--- config.mk ---
export PLATFORM = sky130hd
export DESIGN_NAME = cache_miss_handler_flat
export DESIGN_NICKNAME = d
export VERILOG_FILES = /design/src/rtl/cache_miss_handler_if.sv /design/src/rtl/cache_miss_handler.sv /design/src/flat_wrapper.sv
export SDC_FILE = /design/constraint.sdc
export NUM_CORES = 2
export LEC_CHECK = 0
export ABC_AREA = 1
export CELL_PAD_IN_SITES_DETAIL_PLACEMENT = 1
export CELL_PAD_IN_SITES_GLOBAL_PLACEMENT = 1
export CORE_AREA = 4 4 471 473
export CTS_CLUSTER_DIAMETER = 150
export DETAILED_ROUTE_END_ITERATION = 16
export DIE_AREA = 0 0 475 477
export GPL_TIMING_DRIVEN = 0
export MAX_ROUTING_LAYER = met4
export PLACE_DENSITY = 0.58
export SYNTH_ARGS = -nofsm -noshare
export SYNTH_HDL_FRONTEND = slang
export SYNTH_SLANG_ARGS = --single-unit
--- constraint.sdc ---
create_clock -name clk -period 3.8 [get_ports clk]
set_clock_uncertainty 0.15 [all_clocks]
set_input_delay 0.57 -clock clk [delete_from_list [all_inputs] [get_ports clk]]
set_output_delay 0.57 -clock clk [all_outputs]
set_load 0.1 [all_outputs]
--- src/rtl/cache_miss_handler_if.sv ---
// Miss-handler bus bundle: miss request with victim state, memory beat port,
// and cache-array fill port. The handler uses the master modport; the
// lookup path / memory side uses the slave modport.
interface cache_miss_handler_if #(
    parameter int TAG_BITS        = 18,
    parameter int INDEX_BITS      = 8,
    parameter int LINE_SIZE_BYTES = 64,
    parameter int DATA_WIDTH      = 32,
    parameter int ADDRESS_WIDTH   = 32,
    parameter int WAYS            = 4
);
    localparam int LINE_BITS = LINE_SIZE_BYTES * 8;
    localparam int WAY_BITS  = $clog2(WAYS);

    logic                     i_miss_valid;
    logic                     o_miss_ready;
    logic [TAG_BITS-1:0]      i_miss_tag;
    logic [INDEX_BITS-1:0]    i_miss_index;
    logic [WAY_BITS-1:0]      i_victim_way;
    logic                     i_victim_valid;
    logic                     i_victim_dirty;
    logic [TAG_BITS-1:0]      i_victim_tag;
    logic [LINE_BITS-1:0]     i_victim_data;

    logic                     o_mem_req;
    logic                     o_mem_we;
    logic [ADDRESS_WIDTH-1:0] o_mem_addr;
    logic [DATA_WIDTH-1:0]    o_mem_wdata;
    logic                     i_mem_ack;
    logic [DATA_WIDTH-1:0]    i_mem_rdata;

    logic                     o_fill_valid;
    logic [WAY_BITS-1:0]      o_fill_way;
    logic [INDEX_BITS-1:0]    o_fill_index;
    logic [TAG_BITS-1:0]      o_fill_tag;
    logic [LINE_BITS-1:0]     o_fill_data;
    logic                     o_busy;

    modport master (
        input  i_miss_valid, i_miss_tag, i_miss_index, i_victim_way,
               i_victim_valid, i_victim_dirty, i_victim_tag, i_victim_data,
               i_mem_ack, i_mem_rdata,
        output o_miss_ready, o_mem_req, o_mem_we, o_mem_addr, o_mem_wdata,
               o_fill_valid, o_fill_way, o_fill_index, o_fill_tag, o_fill_data,
               o_busy
    );

    modport slave (
        output i_miss_valid, i_miss_tag, i_miss_index, i_victim_way,
               i_victim_valid, i_victim_dirty, i_victim_tag, i_victim_data,
               i_mem_ack, i_mem_rdata,
        input  o_miss_ready, o_mem_req, o_mem_we, o_mem_addr, o_mem_wdata,
               o_fill_valid, o_fill_way, o_fill_index, o_fill_tag, o_fill_data,
               o_busy
    );
endinterface

--- src/rtl/cache_miss_handler.sv ---
// Refill / writeback engine for the set-associative cache.
// Writes back a dirty victim beat by beat, fetches the missing line beat by
// beat, then issues a one-cycle fill write of the assembled line.
//
// state | meaning
// IDLE  | waiting for a miss; o_miss_ready high
// WB    | writing victim line to memory, one beat per ack
// FETCH | reading missing line from memory, one beat per ack
// FILL  | one-cycle fill strobe to the cache array
module cache_miss_handler #(
    parameter int TAG_BITS        = 18,
    parameter int INDEX_BITS      = 8,
    parameter int OFFSET_BITS     = 6,
    parameter int LINE_SIZE_BYTES = 64,
    parameter int DATA_WIDTH      = 32,
    parameter int ADDRESS_WIDTH   = 32,
    parameter int WAYS            = 4
) (
    input  logic                  clk,
    input  logic                  rst,
    cache_miss_handler_if.master  bus
);
    localparam int LINE_BITS  = LINE_SIZE_BYTES * 8;
    localparam int BEATS      = LINE_BITS / DATA_WIDTH;
    localparam int BEAT_BITS  = $clog2(BEATS);
    localparam int WAY_BITS   = $clog2(WAYS);
    localparam int BYTE_SHIFT = $clog2(DATA_WIDTH / 8);
    localparam logic [BEAT_BITS-1:0] LAST_BEAT = BEAT_BITS'(BEATS - 1);

    typedef enum logic [1:0] {IDLE, WB, FETCH, FILL} state_t;

    state_t                   state_q, state_d;
    logic [BEAT_BITS-1:0]     beat_q, beat_d;
    logic [TAG_BITS-1:0]      tag_q, tag_d;
    logic [INDEX_BITS-1:0]    index_q, index_d;
    logic [WAY_BITS-1:0]      way_q, way_d;
    logic [TAG_BITS-1:0]      vtag_q, vtag_d;
    logic [LINE_BITS-1:0]     vdata_q, vdata_d;
    logic [LINE_BITS-1:0]     line_q, line_d;
    logic [ADDRESS_WIDTH-1:0] addr_q, addr_d;
    logic [DATA_WIDTH-1:0]    wdata_q, wdata_d;
    logic [BEAT_BITS-1:0]     beat_nxt;

    assign beat_nxt = beat_q + BEAT_BITS'(1);

    function automatic logic [ADDRESS_WIDTH-1:0] beat_addr(
        input logic [TAG_BITS-1:0]   tag,
        input logic [INDEX_BITS-1:0] index,
        input logic [BEAT_BITS-1:0]  beat
    );
        logic [OFFSET_BITS-1:0] offset;
        offset = OFFSET_BITS'(beat) << BYTE_SHIFT;
        return {tag, index, offset};
    endfunction

    function automatic logic [DATA_WIDTH-1:0] word_of(
        input logic [LINE_BITS-1:0] line,
        input logic [BEAT_BITS-1:0] beat
    );
        return line[int'(beat)*DATA_WIDTH +: DATA_WIDTH];
    endfunction

    // Next-state, beat counter and registered memory address/data.
    always_comb begin
        state_d = state_q;
        beat_d  = beat_q;
        tag_d   = tag_q;
        index_d = index_q;
        way_d   = way_q;
        vtag_d  = vtag_q;
        vdata_d = vdata_q;
        line_d  = line_q;
        addr_d  = addr_q;
        wdata_d = wdata_q;
        case (state_q)
            IDLE: begin
                if (bus.i_miss_valid) begin
                    tag_d   = bus.i_miss_tag;
                    index_d = bus.i_miss_index;
                    way_d   = bus.i_victim_way;
                    vtag_d  = bus.i_victim_tag;
                    vdata_d = bus.i_victim_data;
                    beat_d  = '0;
                    if (bus.i_victim_valid && bus.i_victim_dirty) begin
                        state_d = WB;
                        addr_d  = beat_addr(bus.i_victim_tag, bus.i_miss_index, '0);
                        wdata_d = bus.i_victim_data[DATA_WIDTH-1:0];
                    end else begin
                        state_d = FETCH;
                        addr_d  = beat_addr(bus.i_miss_tag, bus.i_miss_index, '0);
                        wdata_d = '0;
                    end
                end
            end
            WB: begin
                if (bus.i_mem_ack) begin
                    if (beat_q == LAST_BEAT) begin
                        beat_d  = '0;
                        state_d = FETCH;
                        addr_d  = beat_addr(tag_q, index_q, '0);
                        wdata_d = '0;
                    end else begin
                        beat_d  = beat_nxt;
                        addr_d  = beat_addr(vtag_q, index_q, beat_nxt);
                        wdata_d = word_of(vdata_q, beat_nxt);
                    end
                end
            end
            FETCH: begin
                if (bus.i_mem_ack) begin
                    line_d[int'(beat_q)*DATA_WIDTH +: DATA_WIDTH] = bus.i_mem_rdata;
                    if (beat_q == LAST_BEAT) begin
                        beat_d  = '0;
                        state_d = FILL;
                    end else begin
                        beat_d = beat_nxt;
                        addr_d = beat_addr(tag_q, index_q, beat_nxt);
                    end
                end
            end
            FILL: begin
                state_d = IDLE;
            end
            default: begin
                state_d = IDLE;
            end
        endcase
    end

    // State and datapath registers with synchronous reset.
    always_ff @(posedge clk) begin
        if (rst) begin
            state_q <= IDLE;
            beat_q  <= '0;
            tag_q   <= '0;
            index_q <= '0;
            way_q   <= '0;
            vtag_q  <= '0;
            vdata_q <= '0;
            line_q  <= '0;
            addr_q  <= '0;
            wdata_q <= '0;
        end else begin
            state_q <= state_d;
            beat_q  <= beat_d;
            tag_q   <= tag_d;
            index_q <= index_d;
            way_q   <= way_d;
            vtag_q  <= vtag_d;
            vdata_q <= vdata_d;
            line_q  <= line_d;
            addr_q  <= addr_d;
            wdata_q <= wdata_d;
        end
    end

    assign bus.o_miss_ready = (state_q == IDLE) && !rst;
    assign bus.o_busy       = (state_q != IDLE);
    assign bus.o_mem_req    = (state_q == WB) || (state_q == FETCH);
    assign bus.o_mem_we     = (state_q == WB);
    assign bus.o_mem_addr   = addr_q;
    assign bus.o_mem_wdata  = wdata_q;
    assign bus.o_fill_valid = (state_q == FILL);
    assign bus.o_fill_way   = way_q;
    assign bus.o_fill_index = index_q;
    assign bus.o_fill_tag   = tag_q;
    assign bus.o_fill_data  = line_q;
endmodule
--- src/flat_wrapper.sv ---
// flat-port wrapper written by rule: the top's interface ports become plain ports
module cache_miss_handler_flat 
#(
    parameter int TAG_BITS        = 18,
    parameter int INDEX_BITS      = 8,
    parameter int OFFSET_BITS     = 6,
    parameter int LINE_SIZE_BYTES = 64,
    parameter int DATA_WIDTH      = 32,
    parameter int ADDRESS_WIDTH   = 32,
    parameter int WAYS            = 4
)
  (clk, rst, bus_i_miss_valid, bus_i_miss_tag, bus_i_miss_index, bus_i_victim_way, bus_i_victim_valid, bus_i_victim_dirty, bus_i_victim_tag, bus_i_victim_data, bus_i_mem_ack, bus_i_mem_rdata, bus_o_miss_ready, bus_o_mem_req, bus_o_mem_we, bus_o_mem_addr, bus_o_mem_wdata, bus_o_fill_valid, bus_o_fill_way, bus_o_fill_index, bus_o_fill_tag, bus_o_fill_data, bus_o_busy);
  cache_miss_handler_if #(.TAG_BITS(TAG_BITS), .INDEX_BITS(INDEX_BITS), .LINE_SIZE_BYTES(LINE_SIZE_BYTES), .DATA_WIDTH(DATA_WIDTH), .ADDRESS_WIDTH(ADDRESS_WIDTH), .WAYS(WAYS)) bus_i ();
  input  logic clk;
  input  logic rst;
  input wire logic [$bits(bus_i.i_miss_valid)-1:0] bus_i_miss_valid;
  input wire logic [$bits(bus_i.i_miss_tag)-1:0] bus_i_miss_tag;
  input wire logic [$bits(bus_i.i_miss_index)-1:0] bus_i_miss_index;
  input wire logic [$bits(bus_i.i_victim_way)-1:0] bus_i_victim_way;
  input wire logic [$bits(bus_i.i_victim_valid)-1:0] bus_i_victim_valid;
  input wire logic [$bits(bus_i.i_victim_dirty)-1:0] bus_i_victim_dirty;
  input wire logic [$bits(bus_i.i_victim_tag)-1:0] bus_i_victim_tag;
  input wire logic [$bits(bus_i.i_victim_data)-1:0] bus_i_victim_data;
  input wire logic [$bits(bus_i.i_mem_ack)-1:0] bus_i_mem_ack;
  input wire logic [$bits(bus_i.i_mem_rdata)-1:0] bus_i_mem_rdata;
  output wire logic [$bits(bus_i.o_miss_ready)-1:0] bus_o_miss_ready;
  output wire logic [$bits(bus_i.o_mem_req)-1:0] bus_o_mem_req;
  output wire logic [$bits(bus_i.o_mem_we)-1:0] bus_o_mem_we;
  output wire logic [$bits(bus_i.o_mem_addr)-1:0] bus_o_mem_addr;
  output wire logic [$bits(bus_i.o_mem_wdata)-1:0] bus_o_mem_wdata;
  output wire logic [$bits(bus_i.o_fill_valid)-1:0] bus_o_fill_valid;
  output wire logic [$bits(bus_i.o_fill_way)-1:0] bus_o_fill_way;
  output wire logic [$bits(bus_i.o_fill_index)-1:0] bus_o_fill_index;
  output wire logic [$bits(bus_i.o_fill_tag)-1:0] bus_o_fill_tag;
  output wire logic [$bits(bus_i.o_fill_data)-1:0] bus_o_fill_data;
  output wire logic [$bits(bus_i.o_busy)-1:0] bus_o_busy;
  assign bus_i.i_miss_valid = bus_i_miss_valid;
  assign bus_i.i_miss_tag = bus_i_miss_tag;
  assign bus_i.i_miss_index = bus_i_miss_index;
  assign bus_i.i_victim_way = bus_i_victim_way;
  assign bus_i.i_victim_valid = bus_i_victim_valid;
  assign bus_i.i_victim_dirty = bus_i_victim_dirty;
  assign bus_i.i_victim_tag = bus_i_victim_tag;
  assign bus_i.i_victim_data = bus_i_victim_data;
  assign bus_i.i_mem_ack = bus_i_mem_ack;
  assign bus_i.i_mem_rdata = bus_i_mem_rdata;
  assign bus_o_miss_ready = bus_i.o_miss_ready;
  assign bus_o_mem_req = bus_i.o_mem_req;
  assign bus_o_mem_we = bus_i.o_mem_we;
  assign bus_o_mem_addr = bus_i.o_mem_addr;
  assign bus_o_mem_wdata = bus_i.o_mem_wdata;
  assign bus_o_fill_valid = bus_i.o_fill_valid;
  assign bus_o_fill_way = bus_i.o_fill_way;
  assign bus_o_fill_index = bus_i.o_fill_index;
  assign bus_o_fill_tag = bus_i.o_fill_tag;
  assign bus_o_fill_data = bus_i.o_fill_data;
  assign bus_o_busy = bus_i.o_busy;
  cache_miss_handler #(.TAG_BITS(TAG_BITS), .INDEX_BITS(INDEX_BITS), .OFFSET_BITS(OFFSET_BITS), .LINE_SIZE_BYTES(LINE_SIZE_BYTES), .DATA_WIDTH(DATA_WIDTH), .ADDRESS_WIDTH(ADDRESS_WIDTH), .WAYS(WAYS)) u_core (.clk(clk), .rst(rst), .bus(bus_i));
endmodule
* After elaboration in Yosys (flattened, before gate mapping)
Index checks and enable logic that the tools add are counted.
Word-level totals: output and inout port bits 609, flip-flop bits (word level) 1140, input bits 596, logic and storage cells 66
Operators by class: multiplexer cells 24, reduce and logical (&&, ||, !) cells 16, shifts and indexed selects 3, add/sub/neg operators 2, eq/ne operators 11
Operators by type and width (number):
- 512-bit bitwise mux | 1
- 32-bit by 33-bit variable shift with 512-bit output (first input constant) | 1
- 32-bit by 33-bit indexed part select with 512-bit output | 1
- 512-bit by 10-bit indexed part select with 32-bit output | 1
- 32-bit 2-to-1 mux | 10
- 32-bit one-hot mux with 3 select lines | 1
- 32-bit one-hot mux with 2 select lines | 1
- 9-bit negator with 33-bit output | 1
- 2-bit 2-to-1 mux | 6
- 4-bit 2-to-1 mux | 3
- 5-bit AND reduction | 2
- 2-bit != test (second input constant) | 4
- 2-bit one-hot mux with 4 select lines | 1
- 4-bit one-hot mux with 2 select lines | 1
- 2-bit by 1-bit != test with 1-bit output (second input constant) | 3
- 3-bit AND reduction | 2
- 2-bit nonzero test | 3
- 4-bit by 1-bit adder with 4-bit output (second input constant) | 1
- 2-bit == test (second input constant) | 2
- 4-bit == test (second input constant) | 1
- 2-bit AND reduction | 2
- 3-bit nonzero test | 1
- 2-bit by 1-bit == test with 1-bit output (second input constant) | 1
- 1-bit logical AND | 2
- 4 further kinds | 4

* Logic depth before layout (Yosys ltp)
depth after elaboration 5, mapped depth 16, gate-level depth less buffers 13

* Least setup slack after synthesis
Ideal clock, no wire load.
path kind flip-flop to output port, start point reg u_core.state_q[0], end point out bus_o_miss_ready, cell stages (with the launch flop) 5, data arrival time 2.427 ns, path slack 0.653 ns, path buffers 0, required time 3.080 ns, cell sequence dfxtp_1 inv_1 ha_1 inv_1 nor2_1
On the way: longest elaborated chain between the ends 2
Ends and longest elaborated chain:
- start, declared | line cache_miss_handler.sv:32 | state_t state_q, state_d;
- start signal, assigned | line cache_miss_handler.sv:144 | state_q <= state_d;
- 2-bit zero test | line cache_miss_handler.sv:157 | assign bus.o_miss_ready = (state_q == IDLE) && !rst;
- 1-bit logical AND | line cache_miss_handler.sv:157
- end, declared | line flat_wrapper.sv:26 | output wire logic [$bits(bus_i.o_miss_ready)-1:0] bus_o_miss_ready;
Every way passes these cells.

* Worst setup path in the final report
start point reg u_core.state_q[0], end point out bus_o_busy
On the way: longest elaborated chain between the ends 1
Ends and longest elaborated chain:
- 2-bit nonzero test | line cache_miss_handler.sv:158 | assign bus.o_busy = (state_q != IDLE);
- end, declared | line flat_wrapper.sv:36 | output wire logic [$bits(bus_i.o_busy)-1:0] bus_o_busy;
Every way passes these cells.

==> summary.txt <==
Post-route ant nets -> 0
Share of layout cells above drive strength 1 -> 4.960%
DR vias -> 56980
Tot GR Track Use -> 29.70%
Crit-path slowest cell -> dlygate4sd2_1
Core Area -> 217000 sq um
Setup crit start kind -> flip-flop
Gpl congestion -> 0.9771
Required time worst endpoint -> 3080 ps
Commonest cells after routing, fill and taps aside -> nor2_1, nand2_1, clkdlybuf4s50_1
Hpwl dp -> 283500 um
Top_reg_cell synth -> dfxtp_1
CTS clk-pin slew, worst paths -> 60 ps
RSZ-0062 raised after global routing -> true
Commonest non-fill, non-tap cell in the layout -> nor2_1
CTS root buffer -> clkbuf_16
Post-synth ARST share -> 0%
Fin util -> 32.87%
Synth Area in Simple Gates -> 30.07%
CP max FO -> 5
Total gr overflow -> 0
Final non-filler cell total -> 11820
Buffer levels on the longest clock path -> 3
Crit path cell chain -> inv_1 -> ha_1 -> inv_1 -> dlygate4sd2_1
CP dominant cell by count -> inv_1
Run status -> completed
Initial DRC Count -> 3881
Synth top area share -> 45.35%
Fillers -> 26950
Syn Area/Cell -> 6.740 sq um
CP arrival -> 3030 ps
Num CTS Buffers -> 145
PnR worst setup slack -> 53.56 ps
Hold Crit Class -> input port to flip-flop
Distinct cells, synth -> 35
Worst-Skew Late Latency -> 830 ps
Pleak -> 0.02790 uW
Antenna violations before repair -> 49
H-tree depth -> 4
Worst IR Drop VDD -> 425.6 uV
FF/Latch Area -> 22780 sq um
Die outline width -> 475 um
Worst Path Buf+Inv -> 3
CTS tree -> done
Max-cap violations -> 0
Syn Inst Count -> 7453
Vias in the first global route -> 58320
Place WS -> -3315 ps
Max Fclk -> 266.9 MHz
Multi-input logic area -> 22880 sq um
Initial Util -> 23.15%
Drt first pass iters -> 5
PD cells -> 720.6 nW/um^2
Post-synthesis cell area -> 50230 sq um
Final Max Slew Viols -> 0
Register area share after synthesis -> 45.35%
Full die area -> 226600 sq um
Die H -> 477 um
Final setup viols -> 0
Delay-heaviest family, CP -> buffers and inverters
Hold Violations, Final -> 0
CTS Hold Bufs -> 0
Max_slew headroom -> 8.846%
Post-synthesis mux area share -> 0%
# IOs -> 1205
Post-synthesis compound-gate area fraction -> 15.03%
Placed instance count -> 11510
Crit share post-route -> 98.59%
PortBufs -> 1201
Synthesis warning total -> 0
Total clock sinks -> 1138
Largest net degree at the start of global routing -> 17
Yosys reg bits -> 1138
Kind of end point of the critical path -> output port
Via/cell ratio -> 4.819
Largest family of logic cells by synthesized area -> simple AND/OR/NAND/NOR gates
Row count -> 171
Max incr delay on CP -> 1010 ps
XOR/XNOR share of the synthesized area -> 0.03487%
Synth Area in Adders -> 0.1744%
Crit path kind -> flip-flop to output port
Slew @ Worst Pin -> 1363 ps
Area leader, netlist -> dfxtp_1
First-pass GRT wire length -> 461100 um
Largest cells by area after synthesis -> dfxtp_1, nor2_1, nand2_1
Tmin final -> 3746 ps
Detailed-route wire length -> 339400 um
Tot Pwr -> 51380 uW
DRC viols -> 0
Setup TNS -> 0 ps
Area Growth Syn to Fin -> 41.95%
Post-synth EDFFs -> 0
Per-cell routed wire length -> 28.71 um
NumNets Final -> 9419
## registers in the layout, indices dropped and copies added (netlist names)
name                     count
u_core.vdata_q             512
u_core.bus.o_fill_way        2
u_core.beat_q                4
u_core.bus.o_mem_wdata      32
u_core.bus.o_fill_tag       18
u_core.bus.o_fill_index      8
u_core.vtag_q               18
u_core.bus.o_fill_data     512
u_core.state_q               2
u_core.bus.o_mem_addr       30
## where the power goes
group / switching [uW] / leakage (uW) / internal (uW)
Combinational: 17300 / 0.0162 / 4860
Sequential: 872 / 0.00930 / 13900
Clock: 6020 / 0.00241 / 8470
## layer usage
metal  part of all wire, %  global-route usage [%]  vias up  routed length, um
li1                      -                       -    26890                  -
met1                    42                   35.41    27710             142300
met2                    47                   49.20     1949             159800
met3                   5.9                   5.033      438              19870
met4                   5.1                   12.79        0              17420
met5                     0                       -        -                  0
## path summary, 6_finish.rpt
check | endpoint | slack, ps | cells after the start | from
setup / recovery | bus_o_busy | 50 | 4 | u_core.state_q[0]
hold reg to reg | u_core.vdata_q[172] | 300 | 2 | u_core.vdata_q[172]
hold / removal | u_core.bus.o_mem_addr[9] | 220 | 3 | bus_i_miss_index[3]
setup reg to reg | u_core.bus.o_fill_data[169] | 70 | 9 | u_core.beat_q[0]
## tightest hold or removal path: stages
cell,delay [ps]
clkdlybuf4s50_1,420
nand2_1,70
a31oi_1,70
## cells in the mapped netlist, types with 5 or more instances
master	count
a21oi_1	539
a31oi_1	11
buf_1	54
buf_2	70
buf_4	10
clkbuf_1	485
dfxtp_1	1138
ha_1	7
inv_1	575
inv_2	18
nand2_1	1287
nand3_1	700
nand3_2	5
nand4_1	62
nor2_1	1365
nor3_1	140
nor4_1	57
o2111ai_1	16
o211ai_1	12
o21a_1	56
o21ai_0	788
o21ai_1	18
o31ai_1	12
## kinds of logic (layout without fill, tap and decap cells)
family	Yosys count	after routing
simple gates	3636	3636
xor+xnor	2	2
other cells	1	40
fa+ha+maj	7	7
buf+inv	1216	2694
compound gates	1453	1453
flops	1138	1138
## cell type report
cell class              count  share of cell area (%)
inverters                 597                   3.155
clock inverters            48                  0.9247
flip-flops and latches   1138                   31.95
repair buffers           1218                   17.09
plain buffers             616                   3.657
clock buffers             215                   5.992
well taps                2854                   5.008
diodes                     38                  0.1334
multi-input cells        5100                   32.09
## metrics by stage
step	hold slack, ps	instance area (sq um)
floorplan	279.2	50240
global placement	289.0	65830
detailed placement	296.4	65840
CTS	139.7	71080
global route	193.9	71290
finish	222.8	71310
## what timing repair did
item                                    4_1_cts  5_1_grt
endpoints found under the setup margin      655      203
hold endpoints to repair                      0        0
cloned                                        0        0
buffers inserted                              8        8
pin swaps                                     6        0
resized for setup                           102       35
Power figures use the tool's default switching activity.
